`src/rtl/uart_wb_pkg.sv`:
```
// Shared types and constants for the UART-driven Wishbone initiator.
package uart_wb_pkg;

    typedef enum logic [2:0] {
        ST_IDLE,
        ST_ADDR,
        ST_DATA,
        ST_CSUM,
        ST_WB,
        ST_RESP
    } state_t;

    localparam logic [7:0] CMD_WR_DEFAULT  = 8'h57;
    localparam logic [7:0] CMD_RD_DEFAULT  = 8'h52;
    localparam logic [7:0] RSP_ACK_DEFAULT = 8'h06;
    localparam logic [7:0] RSP_NAK_DEFAULT = 8'h15;

    localparam int ADDR_BYTES = 4;
    localparam int DATA_BYTES = 4;

endpackage

```
`src/rtl/uart_wb_resp_buf.sv`:
```
// Response byte buffer: holds 1 or 4 queued bytes and drains them MSB-first
// into the tx FIFO, one per cycle while the FIFO is not full.
module uart_wb_resp_buf (
    input  logic        clk,
    input  logic        rst_n,
    input  logic        load,
    input  logic        load_four,
    input  logic [31:0] load_data,
    input  logic        active,
    input  logic        fifotx_full,
    output logic        fifotx_w_en,
    output logic [7:0]  fifotx_w_data,
    output logic        last_push
);

    logic [31:0] buf_reg;
    logic [2:0]  cnt_reg;

    assign fifotx_w_en   = active && (cnt_reg != 3'd0) && !fifotx_full;
    assign fifotx_w_data = buf_reg[31:24];
    assign last_push     = fifotx_w_en && (cnt_reg == 3'd1);

    always_ff @(posedge clk or negedge rst_n) begin
        if (!rst_n) begin
            buf_reg <= '0;
            cnt_reg <= '0;
        end else if (load) begin
            // A single byte is parked in the top lane so both cases pop the same way.
            buf_reg <= load_four ? load_data : {load_data[7:0], 24'h0};
            cnt_reg <= load_four ? 3'd4 : 3'd1;
        end else if (fifotx_w_en) begin
            buf_reg <= {buf_reg[23:0], 8'h0};
            cnt_reg <= cnt_reg - 3'd1;
        end
    end

endmodule

```
`src/rtl/uart_wb_master.sv`:
```
// Byte-command driven single-beat Wishbone initiator with a byte response path.
// Define UART_WB_CSUM_EN to require a trailing XOR checksum byte on every command.
module uart_wb_master
    import uart_wb_pkg::*;
#(
    parameter int         WB_TIMEOUT = 256,
    parameter logic [7:0] CMD_WR     = CMD_WR_DEFAULT,
    parameter logic [7:0] CMD_RD     = CMD_RD_DEFAULT,
    parameter logic [7:0] RSP_ACK    = RSP_ACK_DEFAULT,
    parameter logic [7:0] RSP_NAK    = RSP_NAK_DEFAULT
) (
    input  logic        clk,
    input  logic        rst_n,
    input  logic        fiforx_empty,
    input  logic [7:0]  fiforx_r_data,
    output logic        fiforx_r_en,
    input  logic        fifotx_full,
    output logic        fifotx_w_en,
    output logic [7:0]  fifotx_w_data,
    output logic        wbm_cyc_o,
    output logic        wbm_stb_o,
    output logic        wbm_we_o,
    output logic [3:0]  wbm_sel_o,
    output logic [31:0] wbm_adr_o,
    output logic [31:0] wbm_dat_o,
    input  logic [31:0] wbm_dat_i,
    input  logic        wbm_ack_i,
    output logic        busy,
    output logic        err
);

    localparam int TMO_W = $clog2(WB_TIMEOUT);
    localparam logic [TMO_W-1:0] TMO_LAST = TMO_W'(WB_TIMEOUT - 1);

`ifdef UART_WB_CSUM_EN
    localparam state_t ST_BODY_END = ST_CSUM;
`else
    localparam state_t ST_BODY_END = ST_WB;
`endif

    state_t            state_reg;
    logic [1:0]        cnt_reg;
    logic              op_wr_reg;
    logic [31:0]       adr_reg;
    logic [31:0]       dat_reg;
    logic              cyc_reg;
    logic              err_reg;
    logic [TMO_W-1:0]  tmo_reg;
`ifdef UART_WB_CSUM_EN
    logic [7:0]        csum_reg;
`endif

    logic        is_cmd;
    logic        ack_hit;
    logic        tmo_hit;
    logic        rsp_load;
    logic        rsp_four;
    logic        rsp_nak;
    logic [31:0] rsp_data;
    logic        last_push;

    assign fiforx_r_en = !fiforx_empty &&
                         (state_reg inside {ST_IDLE, ST_ADDR, ST_DATA, ST_CSUM});
    assign is_cmd  = (fiforx_r_data == CMD_WR) || (fiforx_r_data == CMD_RD);
    assign ack_hit = (state_reg == ST_WB) && cyc_reg && wbm_ack_i;
    assign tmo_hit = (state_reg == ST_WB) && cyc_reg && !wbm_ack_i && (tmo_reg == TMO_LAST);

    // Response selection; a load always coincides with the move into RESP.
    always_comb begin
        rsp_load = 1'b0;
        rsp_four = 1'b0;
        rsp_nak  = 1'b0;
        rsp_data = {24'h0, RSP_NAK};
        case (state_reg)
            ST_IDLE: if (fiforx_r_en && !is_cmd) begin
                rsp_load = 1'b1;
                rsp_nak  = 1'b1;
            end
`ifdef UART_WB_CSUM_EN
            ST_CSUM: if (fiforx_r_en && (fiforx_r_data != csum_reg)) begin
                rsp_load = 1'b1;
                rsp_nak  = 1'b1;
            end
`endif
            ST_WB: begin
                if (ack_hit) begin
                    rsp_load = 1'b1;
                    if (op_wr_reg) begin
                        rsp_data = {24'h0, RSP_ACK};
                    end else begin
                        rsp_four = 1'b1;
                        rsp_data = wbm_dat_i;
                    end
                end else if (tmo_hit) begin
                    rsp_load = 1'b1;
                    rsp_nak  = 1'b1;
                end
            end
            default: ;
        endcase
    end

    always_ff @(posedge clk or negedge rst_n) begin
        if (!rst_n) begin
            state_reg <= ST_IDLE;
            cnt_reg   <= '0;
            op_wr_reg <= 1'b0;
            adr_reg   <= '0;
            dat_reg   <= '0;
            cyc_reg   <= 1'b0;
            err_reg   <= 1'b0;
            tmo_reg   <= '0;
`ifdef UART_WB_CSUM_EN
            csum_reg  <= '0;
`endif
        end else begin
            err_reg <= rsp_load && rsp_nak;
            case (state_reg)
                ST_IDLE: if (fiforx_r_en) begin
                    cnt_reg   <= '0;
                    op_wr_reg <= (fiforx_r_data == CMD_WR);
`ifdef UART_WB_CSUM_EN
                    csum_reg  <= fiforx_r_data;
`endif
                    state_reg <= is_cmd ? ST_ADDR : ST_RESP;
                end
                ST_ADDR: if (fiforx_r_en) begin
                    adr_reg <= {adr_reg[23:0], fiforx_r_data};
                    cnt_reg <= cnt_reg + 2'd1;
`ifdef UART_WB_CSUM_EN
                    csum_reg <= csum_reg ^ fiforx_r_data;
`endif
                    if (cnt_reg == 2'(ADDR_BYTES - 1)) begin
                        cnt_reg <= '0;
                        tmo_reg <= '0;
                        if (op_wr_reg) begin
                            state_reg <= ST_DATA;
                        end else begin
                            state_reg <= ST_BODY_END;
                            cyc_reg   <= (ST_BODY_END == ST_WB);
                        end
                    end
                end
                ST_DATA: if (fiforx_r_en) begin
                    dat_reg <= {dat_reg[23:0], fiforx_r_data};
                    cnt_reg <= cnt_reg + 2'd1;
`ifdef UART_WB_CSUM_EN
                    csum_reg <= csum_reg ^ fiforx_r_data;
`endif
                    if (cnt_reg == 2'(DATA_BYTES - 1)) begin
                        cnt_reg   <= '0;
                        tmo_reg   <= '0;
                        state_reg <= ST_BODY_END;
                        cyc_reg   <= (ST_BODY_END == ST_WB);
                    end
                end
`ifdef UART_WB_CSUM_EN
                ST_CSUM: if (fiforx_r_en) begin
                    if (fiforx_r_data == csum_reg) begin
                        state_reg <= ST_WB;
                        cyc_reg   <= 1'b1;
                        tmo_reg   <= '0;
                    end else begin
                        state_reg <= ST_RESP;
                    end
                end
`endif
                ST_WB: begin
                    if (ack_hit || tmo_hit) begin
                        cyc_reg   <= 1'b0;
                        state_reg <= ST_RESP;
                    end else begin
                        tmo_reg <= tmo_reg + TMO_W'(1);
                    end
                end
                ST_RESP: if (last_push) state_reg <= ST_IDLE;
                default: state_reg <= ST_IDLE;
            endcase
        end
    end

    uart_wb_resp_buf u_resp_buf (
        .clk           (clk),
        .rst_n         (rst_n),
        .load          (rsp_load),
        .load_four     (rsp_four),
        .load_data     (rsp_data),
        .active        (state_reg == ST_RESP),
        .fifotx_full   (fifotx_full),
        .fifotx_w_en   (fifotx_w_en),
        .fifotx_w_data (fifotx_w_data),
        .last_push     (last_push)
    );

    assign wbm_cyc_o = cyc_reg;
    assign wbm_stb_o = cyc_reg;
    assign wbm_we_o  = cyc_reg & op_wr_reg;
    assign wbm_sel_o = {4{cyc_reg}};
    assign wbm_adr_o = adr_reg;
    assign wbm_dat_o = dat_reg;
    assign busy      = (state_reg != ST_IDLE);
    assign err       = err_reg;

endmodule

```
`config.mk`:
```
export PLATFORM = sky130hd
export DESIGN_NAME = uart_wb_master
export DESIGN_NICKNAME = d
export VERILOG_FILES = /design/src/rtl/uart_wb_pkg.sv /design/src/rtl/uart_wb_resp_buf.sv /design/src/rtl/uart_wb_master.sv
export SDC_FILE = /design/constraint.sdc
export NUM_CORES = 1
export LEC_CHECK = 0
export CAP_MARGIN = 15
export CORE_MARGIN = 3
export CORE_UTILIZATION = 50
export DETAILED_ROUTE_END_ITERATION = 7
export PLACE_DENSITY_LB_ADDON = 0.3
export SLEW_MARGIN = 20
export SYNTH_ARGS = -nofsm -noshare
export SYNTH_HDL_FRONTEND = slang
export SYNTH_HIERARCHICAL = 1
export SYNTH_SLANG_ARGS = --single-unit
export TNS_END_PERCENT = 100
```
`constraint.sdc`:
```
create_clock -name clk -period 2.61 [get_ports clk]
set_input_delay 0.522 -clock clk [delete_from_list [all_inputs] [get_ports clk]]
set_output_delay 0.522 -clock clk [all_outputs]
set_load 0.02 [all_outputs]
```
==> results.cfg <==
[run_status]
outcome = completed

[synthesis]
synth_edf_count = 0
synth_seq_area_share = 0.515
avgSynthCellArea_um2 = 12.2
synth.net_count = 508
yosys_register_bits = 115
synthCells = 458
netlist_area_um2 = 5590
synthArstFlopShare = 1.00
yosys-top-cells-area = dfrtp_1 (51%), mux2_2 (15%), a22o_1 (3.8%), and2_1 (3.5%), mux2_4 (2.7%)
synthSimpleGateAreaFrac = 0.116
synth_warnings = 6
yosys-top-cells-count = dfrtp_1 (115), mux2_2 (72), and2_1 (31), a22o_1 (24)
synth_ff_type = dfrtp_1
ys_types = 55
synth_top_family_by_area = multiplexers
synth.most_common_cell = dfrtp_1
synthXorXnorAreaFrac = 0.00313
synth_compound_gate_area_share = 0.120
synth_top_area_share = 0.515
yosysTopAreaCell = dfrtp_1
synthAdderAreaFrac = 0.0112
muxShareOfSynthArea = 0.172

[global_routing]
grt_pass1_vias = 4280
grt_max_degree = 50
gr-total-overflow = 0
grt_antenna_before_repair = 0
gr-usage-all-layers = 0.222
grt_pass1_wl_um = 22000

[detailed_routing]
first_iter_violations = 186
viasPerCell = 5.47
wire_per_inst_um = 17.7
ant_nets = 0
drc = 0
vias = 4108
drt_wl_total_um = 13300
firstDrtPassIters = 4

[clocking]
cts.path.max_buffers = 2
cts_made_buffers = 17
root_buffer = clkbuf_8
cts_max_level = 4
clk-insertion-delay-late_ns = 0.53
clock-sinks = 115
post_cts_buffers = 0
clk_pin_slew_ns = 0.06
cts_tree = yes

[finish]
insertedDiodeCount = 0
drive_gt1_frac = 0.267
final_area_um2 = 7640
syn_to_final_growth_pct = 36.8
num-nets-final = 652
regArea_um2 = 2880
n_fill_cell = 748
final_cells = 751
multi_input_comb_area_um2 = 2370
utilization = 0.721

[floorplanning]
start_util = 0.527
rows = 37
core-area_um2 = 10600
num_io_pins = 128
die_area_um2 = 12500
die_height_um = 112
die_w_um = 112

[sta]
skew_ns = 0.00735
max_freq_mhz = 409
rsz0062_at_grt = false
tns_ns = 0
slew_violations = 0
maxSlewHeadroom = 0.579
timing.final.crit_share = 0.937
tightest_slew_ns = 0.632
min_period_ns = 2.45
setup-violations-final = 0
hold_viol = 0

[setup_path]
r2r-end = u_resp_buf/buf_reg[15]
critPathKind = register to output pin
cp.required_ns = 2.09
worstPathArrival_ns = 1.92
critPathCaptureType = output pin
r2r_cells = 9
crit_fanout = 13
reg2reg_from = tmo_reg[0]
r2r_setup_slack_ns = 0.27
crit_path_start_kind = register

[placed_design]
placed_area_um2 = 7100
dp_cells = 719
io_buffers = 127
hpwl_um = 9380
place_congestion = 0.841

[min_path]
hold_class = input port to async pin

[flow_run]
maxCapViolCount = 0

[pwr]
p_per_area_nw_per_um2 = 801
p_leak_nw = 3.52
peakVddDrop_mv = 0.602
total_power_mw = 6.12
final cells by class:
class,instances,share of cell area
Clock buffer,19,0.0565
Clock inverter,13,0.0146
Tap cell,136,0.0223
Sequential cell,115,0.376
Multi-Input combinational cell,292,0.311
Inverter,11,0.00573
Timing Repair Buffer,165,0.214
stage by stage:
stage | hold WS (ns) | setup slack [ns]
detailed placement | 0.494 | -0.374
global route | 0.0562 | 0.0682
CTS | 0.0201 | 0.0571
global placement | 0.486 | -0.397
finish | 0.0156 | 0.164
floorplan | 0.226 | 0.162
what timing repair did:
item / in CTS / in global routing
endpoints found under the setup margin: 2 / 2
pin swaps: 0 / 0
hold buffers: 0 / 0
resized for setup: 3 / 3
critical path, cell delays in order (launching register included):
cell and delay (ns):
dfrtp_1 0.39, buf_4 0.19, nor2_2 0.17, nand2_1 0.10
clkdlybuf4s50_1 0.54
layer usage:
layer	track usage	up-vias	routed length [µm]
li1	-	1950	-
met3	0.0663	26	657
met1	0.278	2025	5630
met5	0	-	0
met4	0.0819	0	292
met2	0.365	107	6740
cell families after synthesis:
group | Yosys count
flip-flops | 115
AND/OR/NAND/NOR | 110
AO/OA/AOI/OAI | 93
multiplexers | 82
buffers and inverters | 51
adder cells (fa/ha/maj) | 5
XOR/XNOR | 2
how the worst max path moves through the flow:
stage	cells after the start	startpoint	end	slack [ns]
5_1_grt	4	state_reg[1]	busy	0.07
4_1_cts	4	state_reg[1]	busy	0.06
2_1_floorplan	8	fiforx_r_data[3]	u_resp_buf/buf_reg[19]	0.16
3_5_place_dp	9	fiforx_r_data[4]	u_resp_buf/buf_reg[15]	-0.37
3_3_place_gp	9	fiforx_r_data[4]	u_resp_buf/buf_reg[21]	-0.40
6_report	4	state_reg[1]	busy	0.16
layout by cell type, fill, tap and decap left out, drive strengths merged, types with 11 or more instances in the layout:
cell type and instances:
nor2b 12, and2 31, a21oi 11, clkbuf 20, inv 12, mux2 82, buf 39, a31oi 15
dfrtp 115, a22o 24, o21ai 18, clkdlybuf4s50 124, nand2 18, nand3 14
where the power goes:
group / leakage, nW / internal, mW / switching, mW
combinational: 1.70 / 0.843 / 0.932
clock: 0.260 / 1.28 / 0.827
sequential: 1.57 / 2.03 / 0.208
total: 3.52 / 4.15 / 1.97
Note: power is estimated with default switching activity, not from simulation.
